[config.mk]
export PLATFORM = sky130hd
export DESIGN_NAME = eeprom_seq_flat
export DESIGN_NICKNAME = d
export VERILOG_FILES = /design/src/rtl/eeprom_seq_if.sv /design/src/rtl/eeprom_seq.sv /design/src/flat_wrapper.sv
export SDC_FILE = /design/constraint.sdc
export NUM_CORES = 1
export LEC_CHECK = 0
export ABC_AREA = 1
export BUFFER_PORTS_ARGS = -buffer_cell sky130_fd_sc_hd__buf_2
export CAP_MARGIN = 5
export CORE_UTILIZATION = 35
export DETAILED_ROUTE_END_ITERATION = 10
export GPL_ROUTABILITY_DRIVEN = 0
export SYNTH_ARGS = -nofsm -noshare
export SYNTH_HDL_FRONTEND = slang
export SYNTH_SLANG_ARGS = --single-unit
[constraint.sdc]
create_clock -name clk_50M -period 5.01 [get_ports clk_50M]
set_clock_uncertainty 0.15 [all_clocks]
set_input_delay 0.2505 -clock clk_50M [delete_from_list [all_inputs] [get_ports clk_50M]]
set_output_delay 0.2505 -clock clk_50M [all_outputs]
set_load 0.03 [all_outputs]
[src/rtl/eeprom_seq_if.sv]
// Byte-level link between the EEPROM command sequencer (master) and the SPI
// byte engine (slave).
interface eeprom_seq_if;
   // Handshake: the master raises eng_frame, then pulses eng_write or eng_read
   // for exactly one cycle. The slave answers with a level complete flag. The
   // master waits for complete=1, then waits for complete=0 before it issues
   // the next pulse. eng_wdata holds its value from the pulse until completion.
   logic       eng_frame;
   logic       eng_write;
   logic [7:0] eng_wdata;
   logic       eng_write_complete;
   logic       eng_read;
   logic [7:0] eng_read_value;
   logic       eng_read_complete;

   modport master (
      output eng_frame, eng_write, eng_wdata, eng_read,
      input  eng_write_complete, eng_read_value, eng_read_complete
   );

   modport slave (
      input  eng_frame, eng_write, eng_wdata, eng_read,
      output eng_write_complete, eng_read_value, eng_read_complete
   );
endinterface

[src/rtl/eeprom_seq.sv]
// Command sequencer for the M25AA010A: expands one host byte read or write into
// WREN / WRITE / RDSR-poll or READ frames over the SPI byte engine handshake.
module eeprom_seq #(
   parameter int GAP_CYCLES = 50,
   parameter int POLL_GAP   = 5000,
   parameter int MAX_POLLS  = 100
) (
   input  logic         clk_50M,
   input  logic         reset,
   input  logic         req,
   input  logic         req_we,
   input  logic [6:0]   req_addr,
   input  logic [7:0]   req_wdata,
   output logic         busy,
   output logic         done,
   output logic         err,
   output logic [7:0]   rdata,
   eeprom_seq_if.master bus,
   output logic [3:0]   dbg_state
);

   localparam int GAP_MAX = (GAP_CYCLES > POLL_GAP) ? GAP_CYCLES : POLL_GAP;
   localparam int CW      = $clog2(GAP_MAX + 1);
   localparam int PW      = $clog2(MAX_POLLS + 1);

   localparam logic [CW-1:0] GAP_SAT  = CW'(GAP_MAX);
   localparam logic [CW-1:0] GAP_THR  = CW'(GAP_CYCLES - 1);
   localparam logic [CW-1:0] POLL_THR = CW'(POLL_GAP - 1);
   localparam logic [PW-1:0] POLL_SAT = PW'(MAX_POLLS);

   typedef enum logic [3:0] {
      S_IDLE, S_WREN, S_GAP_A, S_WR_CMD, S_WR_ADDR, S_WR_DATA, S_GAP_B,
      S_POLL_CMD, S_POLL_RD, S_POLL_WAIT, S_RD_CMD, S_RD_ADDR, S_RD_DATA, S_FINISH
   } state_t;

   // START only precedes the first frame of a request: it enforces the gap
   // since the last frame fall (or reset) before eng_frame may rise.
   typedef enum logic [1:0] {PH_START, PH_ISSUE, PH_WAIT, PH_RELEASE} phase_t;

   state_t        state;
   phase_t        phase;
   logic [7:0]    addr_q;
   logic [7:0]    wdata_q;
   logic          wip_q;
   logic [CW-1:0] gap_cnt;
   logic [PW-1:0] poll_cnt;

   logic [7:0]    tx_byte;
   logic          byte_rd;
   logic          byte_last;
   logic          cmpl;
   state_t        next_st;

   assign dbg_state = state;

   always_comb begin
      tx_byte   = 8'h00;
      byte_rd   = 1'b0;
      byte_last = 1'b0;
      next_st   = S_IDLE;
      case (state)
         S_WREN:     begin tx_byte = 8'h06; byte_last = 1'b1; next_st = S_GAP_A;   end
         S_WR_CMD:   begin tx_byte = 8'h02;                   next_st = S_WR_ADDR; end
         S_WR_ADDR:  begin tx_byte = addr_q;                  next_st = S_WR_DATA; end
         S_WR_DATA:  begin tx_byte = wdata_q; byte_last = 1'b1; next_st = S_GAP_B; end
         S_POLL_CMD: begin tx_byte = 8'h05;                   next_st = S_POLL_RD; end
         S_POLL_RD:  begin byte_rd = 1'b1; byte_last = 1'b1;  next_st = S_FINISH;  end
         S_RD_CMD:   begin tx_byte = 8'h03;                   next_st = S_RD_ADDR; end
         S_RD_ADDR:  begin tx_byte = addr_q;                  next_st = S_RD_DATA; end
         S_RD_DATA:  begin byte_rd = 1'b1; byte_last = 1'b1;  next_st = S_FINISH;  end
         default:    begin tx_byte = 8'h00;                   next_st = S_IDLE;    end
      endcase
      cmpl = byte_rd ? bus.eng_read_complete : bus.eng_write_complete;
   end

   always_ff @(posedge clk_50M or posedge reset) begin
      if (reset) begin
         state         <= S_IDLE;
         phase         <= PH_START;
         busy          <= 1'b0;
         done          <= 1'b0;
         err           <= 1'b0;
         rdata         <= 8'h00;
         bus.eng_frame <= 1'b0;
         bus.eng_write <= 1'b0;
         bus.eng_read  <= 1'b0;
         bus.eng_wdata <= 8'h00;
         addr_q        <= 8'h00;
         wdata_q       <= 8'h00;
         wip_q         <= 1'b0;
         gap_cnt       <= '0;
         poll_cnt      <= '0;
      end else begin
         done          <= 1'b0;
         bus.eng_write <= 1'b0;
         bus.eng_read  <= 1'b0;
         // Counts low cycles since the last frame fall; restarted on each fall.
         if (gap_cnt != GAP_SAT) gap_cnt <= gap_cnt + 1'b1;
         case (state)
            S_IDLE: begin
               if (req) begin
                  addr_q   <= {1'b0, req_addr};
                  wdata_q  <= req_wdata;
                  busy     <= 1'b1;
                  err      <= 1'b0;
                  poll_cnt <= '0;
                  phase    <= PH_START;
                  state    <= req_we ? S_WREN : S_RD_CMD;
               end
            end
            S_GAP_A: begin
               if (gap_cnt >= GAP_THR) begin
                  bus.eng_frame <= 1'b1;
                  phase         <= PH_ISSUE;
                  state         <= S_WR_CMD;
               end
            end
            S_GAP_B: begin
               if (gap_cnt >= GAP_THR) begin
                  bus.eng_frame <= 1'b1;
                  phase         <= PH_ISSUE;
                  state         <= S_POLL_CMD;
               end
            end
            S_POLL_WAIT: begin
               if (gap_cnt >= POLL_THR) begin
                  bus.eng_frame <= 1'b1;
                  phase         <= PH_ISSUE;
                  state         <= S_POLL_CMD;
               end
            end
            S_FINISH: begin
               busy  <= 1'b0;
               state <= S_IDLE;
            end
            S_WREN, S_WR_CMD, S_WR_ADDR, S_WR_DATA, S_POLL_CMD, S_POLL_RD,
            S_RD_CMD, S_RD_ADDR, S_RD_DATA: begin
               case (phase)
                  PH_START: begin
                     if (gap_cnt >= GAP_THR) begin
                        bus.eng_frame <= 1'b1;
                        phase         <= PH_ISSUE;
                     end
                  end
                  PH_ISSUE: begin
                     if (byte_rd) begin
                        bus.eng_read <= 1'b1;
                     end else begin
                        bus.eng_write <= 1'b1;
                        bus.eng_wdata <= tx_byte;
                     end
                     phase <= PH_WAIT;
                  end
                  PH_WAIT: begin
                     if (cmpl) begin
                        if (state == S_POLL_RD) begin
                           wip_q <= bus.eng_read_value[0];
                           if (bus.eng_read_value[0] && poll_cnt != POLL_SAT)
                              poll_cnt <= poll_cnt + 1'b1;
                        end
                        if (state == S_RD_DATA) rdata <= bus.eng_read_value;
                        if (byte_last) begin
                           bus.eng_frame <= 1'b0;
                           gap_cnt       <= '0;
                        end
                        phase <= PH_RELEASE;
                     end
                  end
                  PH_RELEASE: begin
                     if (!cmpl) begin
                        phase <= PH_ISSUE;
                        if (state == S_POLL_RD) begin
                           if (!wip_q) begin
                              done  <= 1'b1;
                              err   <= 1'b0;
                              state <= S_FINISH;
                           end else if (poll_cnt >= POLL_SAT) begin
                              done  <= 1'b1;
                              err   <= 1'b1;
                              state <= S_FINISH;
                           end else begin
                              state <= S_POLL_WAIT;
                           end
                        end else if (next_st == S_FINISH) begin
                           done  <= 1'b1;
                           err   <= 1'b0;
                           state <= S_FINISH;
                        end else begin
                           state <= next_st;
                        end
                     end
                  end
               endcase
            end
            default: state <= S_IDLE;
         endcase
      end
   end

endmodule

[src/flat_wrapper.sv]
// flat-port wrapper written by rule: the top's interface ports become plain ports
module eeprom_seq_flat 
#(
   parameter int GAP_CYCLES = 50,
   parameter int POLL_GAP   = 5000,
   parameter int MAX_POLLS  = 100
)
  (clk_50M, reset, req, req_we, req_addr, req_wdata, busy, done, err, rdata, dbg_state, bus_eng_frame, bus_eng_write, bus_eng_wdata, bus_eng_read, bus_eng_write_complete, bus_eng_read_value, bus_eng_read_complete);
  eeprom_seq_if bus_i ();
  input  logic clk_50M;
  input  logic reset;
  input  logic req;
  input  logic req_we;
  input  logic [6:0] req_addr;
  input  logic [7:0] req_wdata;
  output logic busy;
  output logic done;
  output logic err;
  output logic [7:0] rdata;
  output logic [3:0] dbg_state;
  output wire logic [$bits(bus_i.eng_frame)-1:0] bus_eng_frame;
  output wire logic [$bits(bus_i.eng_write)-1:0] bus_eng_write;
  output wire logic [$bits(bus_i.eng_wdata)-1:0] bus_eng_wdata;
  output wire logic [$bits(bus_i.eng_read)-1:0] bus_eng_read;
  input wire logic [$bits(bus_i.eng_write_complete)-1:0] bus_eng_write_complete;
  input wire logic [$bits(bus_i.eng_read_value)-1:0] bus_eng_read_value;
  input wire logic [$bits(bus_i.eng_read_complete)-1:0] bus_eng_read_complete;
  assign bus_eng_frame = bus_i.eng_frame;
  assign bus_eng_write = bus_i.eng_write;
  assign bus_eng_wdata = bus_i.eng_wdata;
  assign bus_eng_read = bus_i.eng_read;
  assign bus_i.eng_write_complete = bus_eng_write_complete;
  assign bus_i.eng_read_value = bus_eng_read_value;
  assign bus_i.eng_read_complete = bus_eng_read_complete;
  eeprom_seq #(.GAP_CYCLES(GAP_CYCLES), .POLL_GAP(POLL_GAP), .MAX_POLLS(MAX_POLLS)) u_core (.clk_50M(clk_50M), .reset(reset), .req(req), .req_we(req_we), .req_addr(req_addr), .req_wdata(req_wdata), .busy(busy), .done(done), .err(err), .rdata(rdata), .bus(bus_i), .dbg_state(dbg_state));
endmodule
## Word level (Yosys, flattened, before mapping)

Index checks and enable logic that the tools add are counted.

- Add/sub/neg operators: 2
- Order comparisons: 3
- Equality and inequality tests: 35
- Multiplexer cells: 64
- Bitwise gates (word level): 1
- Reduce and logical (&&, ||, !) cells: 22

Operators by type and width:

| cell | number |
|---|---|
| 13-bit two-way mux | 5 |
| 8-bit case mux with 6 select lines | 1 |
| 4-bit two-way mux | 10 |
| 7-bit two-way mux | 5 |
| 4-bit case mux with 8 select lines | 1 |
| 4-bit equality test, second input constant | 7 |
| 1-bit two-way mux | 28 |
| 4-bit case mux with 5 select lines | 1 |
| 6-bit AND reduction | 3 |
| 4-bit by 3-bit equality test with 1-bit output, second input constant | 4 |
| 2-bit case mux with 4 select lines | 2 |
| 2-bit by 1-bit inequality test with 1-bit output, second input constant | 7 |
| 7-bit case mux with 2 select lines | 1 |
| 13-bit by 1-bit adder with 13-bit output, second input constant | 1 |
| 13-bit greater-or-equal comparator, second input constant | 1 |
| 13-bit by 6-bit greater-or-equal comparator with 1-bit output, second input constant | 1 |
| 13-bit inequality test, second input constant | 1 |
| 2-bit two-way mux | 5 |
| 5-bit AND reduction | 2 |
| 9-bit OR reduction | 1 |
| 4-bit by 2-bit equality test with 1-bit output, second input constant | 2 |
| 4-bit AND reduction | 2 |
| 7-bit by 1-bit adder with 7-bit output, second input constant | 1 |
| 7-bit greater-or-equal comparator, second input constant | 1 |
| other kinds (23) | 34 |

- Flip-flop bits (word level): 64
- Bits of input ports: 29
- Output and inout bits: 26
- Logic and storage cells: 142

## Logic depth before layout (Yosys ltp)

- Depth in word-level cells: 9
- Depth in mapped cells: 13
- Gate-level depth less buffers: 12

## Least setup slack after synthesis

No wires, ideal clock.

- Kind: register to register
- From: register u_core.state[0] (netlist: u_core.dbg_state[0])
- To: register u_core.bus.eng_frame
- Arrival time: 1,684 ps
- Required time: 4,742 ps
- Slack: 3,058 ps
- Stages on the path, launching flop included: 14
- Buffers on the path: 1
- Period minus slack after synthesis: 1,952 ps
- Cell sequence: dfrtp_1 -> buf_2 -> nor2_4 -> nand2_2 -> nand2_1 -> nand2_1 -> inv_2 -> nand2_2 -> nor2_4 -> inv_2 -> nand2_1 -> nand2_1 -> nand2_1 -> nand2_1

- Longest elaborated chain between the ends: 6

Ends and longest elaborated chain:

| item | RTL line | source |
|---|---|---|
| from (decl) | eeprom_seq.sv:40 | `state_t state;` |
| from (signal assigned) | eeprom_seq.sv:108 | `state <= req_we ? S_WREN : S_RD_CMD;` |
| from (signal assigned) | eeprom_seq.sv:189 | `state <= next_st;` |
| 4-bit equality test | eeprom_seq.sv:61, eeprom_seq.sv:99 |  |
| 2-bit OR reduction (no line) | -- |  |
| 1-bit two-way mux | eeprom_seq.sv:61 | `case (state)` |
| 1-bit two-way mux | eeprom_seq.sv:73 | `cmpl = byte_rd ? bus.eng_read_complete : bus.eng_write_complete;` |
| 3-bit by 2-bit inequality test with 1-bit output (no line) | -- |  |
| 5-bit AND reduction (no line) | -- |  |
| to (signal assigned) | eeprom_seq.sv:84 | `bus.eng_frame <= 1'b0;` |
| to (signal assigned) | eeprom_seq.sv:113 | `bus.eng_frame <= 1'b1;` |
| to (signal assigned) | eeprom_seq.sv:120 | `bus.eng_frame <= 1'b1;` |
| to (decl) | eeprom_seq_if.sv:17 | `output eng_frame, eng_write, eng_wdata, eng_read,` |

Several ways; a longest one is shown, not always the timed one.
A chain may end at the register's enable or synchronous reset.

## Worst setup path in the final report

- From: register u_core.state[0] (netlist: u_core.dbg_state[0])
- To: register u_core.poll_cnt[6]

- Longest elaborated chain between the ends: 6

Ends and longest elaborated chain:

| item | RTL line | source |
|---|---|---|
| 4-bit equality test (on tied branches) | eeprom_seq.sv:61, eeprom_seq.sv:99, eeprom_seq.sv:156 |  |
| 2-bit OR reduction (no line) | -- |  |
| 1-bit two-way mux | eeprom_seq.sv:61 |  |
| 1-bit two-way mux | eeprom_seq.sv:73 |  |
| 2-bit by 1-bit inequality test with 1-bit output (no line) | -- |  |
| 6-bit AND reduction (no line) | -- |  |
| to (signal assigned) | eeprom_seq.sv:159 | `poll_cnt <= poll_cnt + 1'b1;` |
| to (decl) | eeprom_seq.sv:46 | `logic [PW-1:0] poll_cnt;` |

Several ways; a longest one is shown, not always the timed one.

==> results.toml <==
[power]
clkPwrFrac_pct = 21.0
pwr-share-comb_pct = 45.3
p_seq_share_pct = 33.8
internal_power_uw = 1470
leakage_uw = 0.00223
power_switching_uw = 1220
swShare_pct = 45.3
peakVddDrop_v = 0.000336
powerDensity_nw_per_um2 = 609

[layout]
layout-drive-gt1-share_pct = 19.5
syn2layout_area_growth_pct = 24.5
diodes = 0
finalNonFillerCells = 662
fin_nets = 563

[clock_tree]
htree_levels = 3
cts_repair_resize_count = 0
cts_tree = "built"
clkSlewWorstSetupHoldPaths_ns = 0.08
clkSinkCount = 64
cts_buffers = 9
ctsRootBufferMaster = "clkbuf_8"
clock_path_buffers = 2
clk_latency_ns = 0.34
hold_buffers = 22
post_cts_buffers = 0

[setup_path]
critical_path_class = "reg -> reg"
slowest_delay_ns = 0.51
cp_common_cell = "nand2_1"
cp.arrival_ns = 2.32
worstSetupEndpointType = "flip-flop"
cp_data_required_time_ns = 5.13
start_kind = "flip-flop"
crit_chain = "inv_1 -> nand2_1 -> nor2_1 -> nand2_2 -> nand2_1 -> nand2_1 -> inv_1 -> nand2_1 -> nand2_1"
path_max_fanout = 18
critical-path-slowest-cell = "dfrtp_1"

[global_route]
grt_max_degree = 65
grt_pass1_vias = 2911
antenna_found_initial = 0
grt_pass1_wl_mm = 13.9
globalRouteOverflowTotal = 0
grt_usage_pct = 17.0

[outcome]
violations = "hold timing"
status = "complete, but fails checks"

[timing]
worst_pin_slew_ns = 0.792
max_freq_mhz = 456
slew_headroom_pct = 47.2
rsz0062_at_grt = "false"
hold_ws_ns = -0.0245
period_share_pct = 43.8
hold_viol = 16
setup_violations = 0
min_period_ns = 2.19
slew_viol_final = 0
fin_tns_setup_ns = 0

[detailed_routing]
routed_via_density = 4.71
wirelength_mm = 8.26
ant_nets = 0
avgRoutedWirePerCell_um = 12.5
via_count = 3115
drt_iter0_drc = 145
drc = 0
firstDrtPassIters = 5

[synth]
synthArstFlopShare_pct = 100
synth_nets = 482
ys_warn_count = 0
synth_edf_count = 0
synth_ff_type = "dfrtp_1"
synth_seq_area_share_pct = 45.2
yosys.area.top_type_share_pct = 45.2
ys_ff_latch = 64
yosys.area.top_type = "dfrtp_1"
synthCells = 443
synthDistinctLibCells = 34
synthTopCellsByArea = "dfrtp_1, nand2_1, inv_1"
netlist_area_um2 = 3540
avgSynthCellArea_um2 = 7.99

[floorplanning]
die_w_um = 103
core_um2 = 9770
rows = 36
dieArea_um2 = 10500
start_util_pct = 36.2
num_io_pins = 55
die_y_um = 103

[place]
io_buffers = 54
dpl.cell_count = 624
post-dp-hpwl_mm = 5.87

[flow_run]
drv_cap = 0

[hold_path]
hold_path.class = "in -> async"
## final timing paths
check / slack [ns] / startpoint / depth (start not counted) / end
hold reg to reg: 0.34 / u_core.rdata[4] / 2 / u_core.rdata[4]
setup reg to reg: 2.82 / u_core.dbg_state[0] / 9 / u_core.poll_cnt[6]
min in group clk_50M: 0.08 / bus_eng_read_value[0] / 3 / u_core.rdata[0]
hold / removal: -0.02 / reset / 3 / u_core.bus.eng_wdata[4]
setup / recovery: 2.82 / u_core.dbg_state[0] / 9 / u_core.poll_cnt[6]
max in group asynchronous: 4.21 / reset / 3 / u_core.gap_cnt[4]
## cell families after synthesis
| family | Yosys count | share of synthesized area (%) |
|---|---|---|
| mux | 14 | 4.45 |
| xor+xnor | 10 | 2.47 |
| simple gates | 218 | 27.6 |
| buf+inv | 70 | 7.95 |
| flops | 64 | 45.2 |
| fa+ha+maj | 10 | 3.53 |
| compound gates | 57 | 8.73 |
## power groups by stage
stage	clock network, uW	logic [uW]	registers, uW
floorplan	0	831	997
global placement	0	1190	905
detailed placement	0	1200	913
CTS	576	1220	905
global route	600	1380	939
finish	563	1220	907
## cell type report
cell class,count,area (um2)
Clock buffer,9,124
Clock inverter,7,125
Inverter,63,236
Multi-Input combinational cell,309,1660
Tap cell,133,166
Fill cell,994,5370
Timing Repair Buffer,77,498
Sequential cell,64,1600
## layer usage
layer  vias to the layer above  part of all wire, %  GRT usage (%)
met5                         -                    0              0
met4                         0                  1.0           4.29
met3                         7                  4.1           4.20
met2                        80                   49           28.2
met1                      1437                   46           22.2
li1                       1591                    -              -
## critical path: cells and delay by family (launching register included)
kind / cells / cell delay, ns
and+or+nand+nor: 7 / 1.17
DFF: 1 / 0.51
buffers and inverters: 2 / 0.30
## flip-flops by register name, summed over array words and instances, names as in the netlist, 2 cells and up
signal                cells
u_core.rdata              8
u_core.poll_cnt           7
u_core.phase              2
u_core.addr_q             7
u_core.wdata_q            8
u_core.dbg_state          4
u_core.gap_cnt           13
u_core.bus.eng_wdata      8
## placed cells by master (no fill, tap or decap), types with 10 or more instances in the layout
cell type and instances:
nand3_1 26, o21ai_1 17, o21ai_0 12, inv_1 55
xor2_1 10, nor2_1 50, nand2_1 106, dlygate4sd3_1 22
dfrtp_1 64, buf_2 54, a21oi_1 17, ha_1 10
## metrics by stage
step	power (uW)	worst slack, ns	cell area [um2]	util (%)
CTS	2700	2.81	4410	45.1
global route	2910	2.54	4410	45.1
floorplan	1830	3.01	3540	-
detailed placement	2120	2.81	3940	40.3
finish	2690	2.82	4410	45.1
global placement	2090	2.93	3940	40.3
## cell usage after synthesis (3+ instances only)
library cell / n
xor2_1: 10
nand2_2: 6
inv_1: 56
mux2_2: 7
ha_1: 10
o21ai_1: 17
a31oi_1: 3
nand3_1: 26
nor2_1: 50
nor4_1: 3
or2_2: 3
nor3_1: 6
a22oi_1: 5
o21ai_0: 12
buf_2: 3
mux2_1: 7
nand4_1: 9
a21oi_1: 17
dfrtp_1: 64
nand2_1: 106
inv_2: 7
Note: power is estimated with default switching activity, not from simulation.
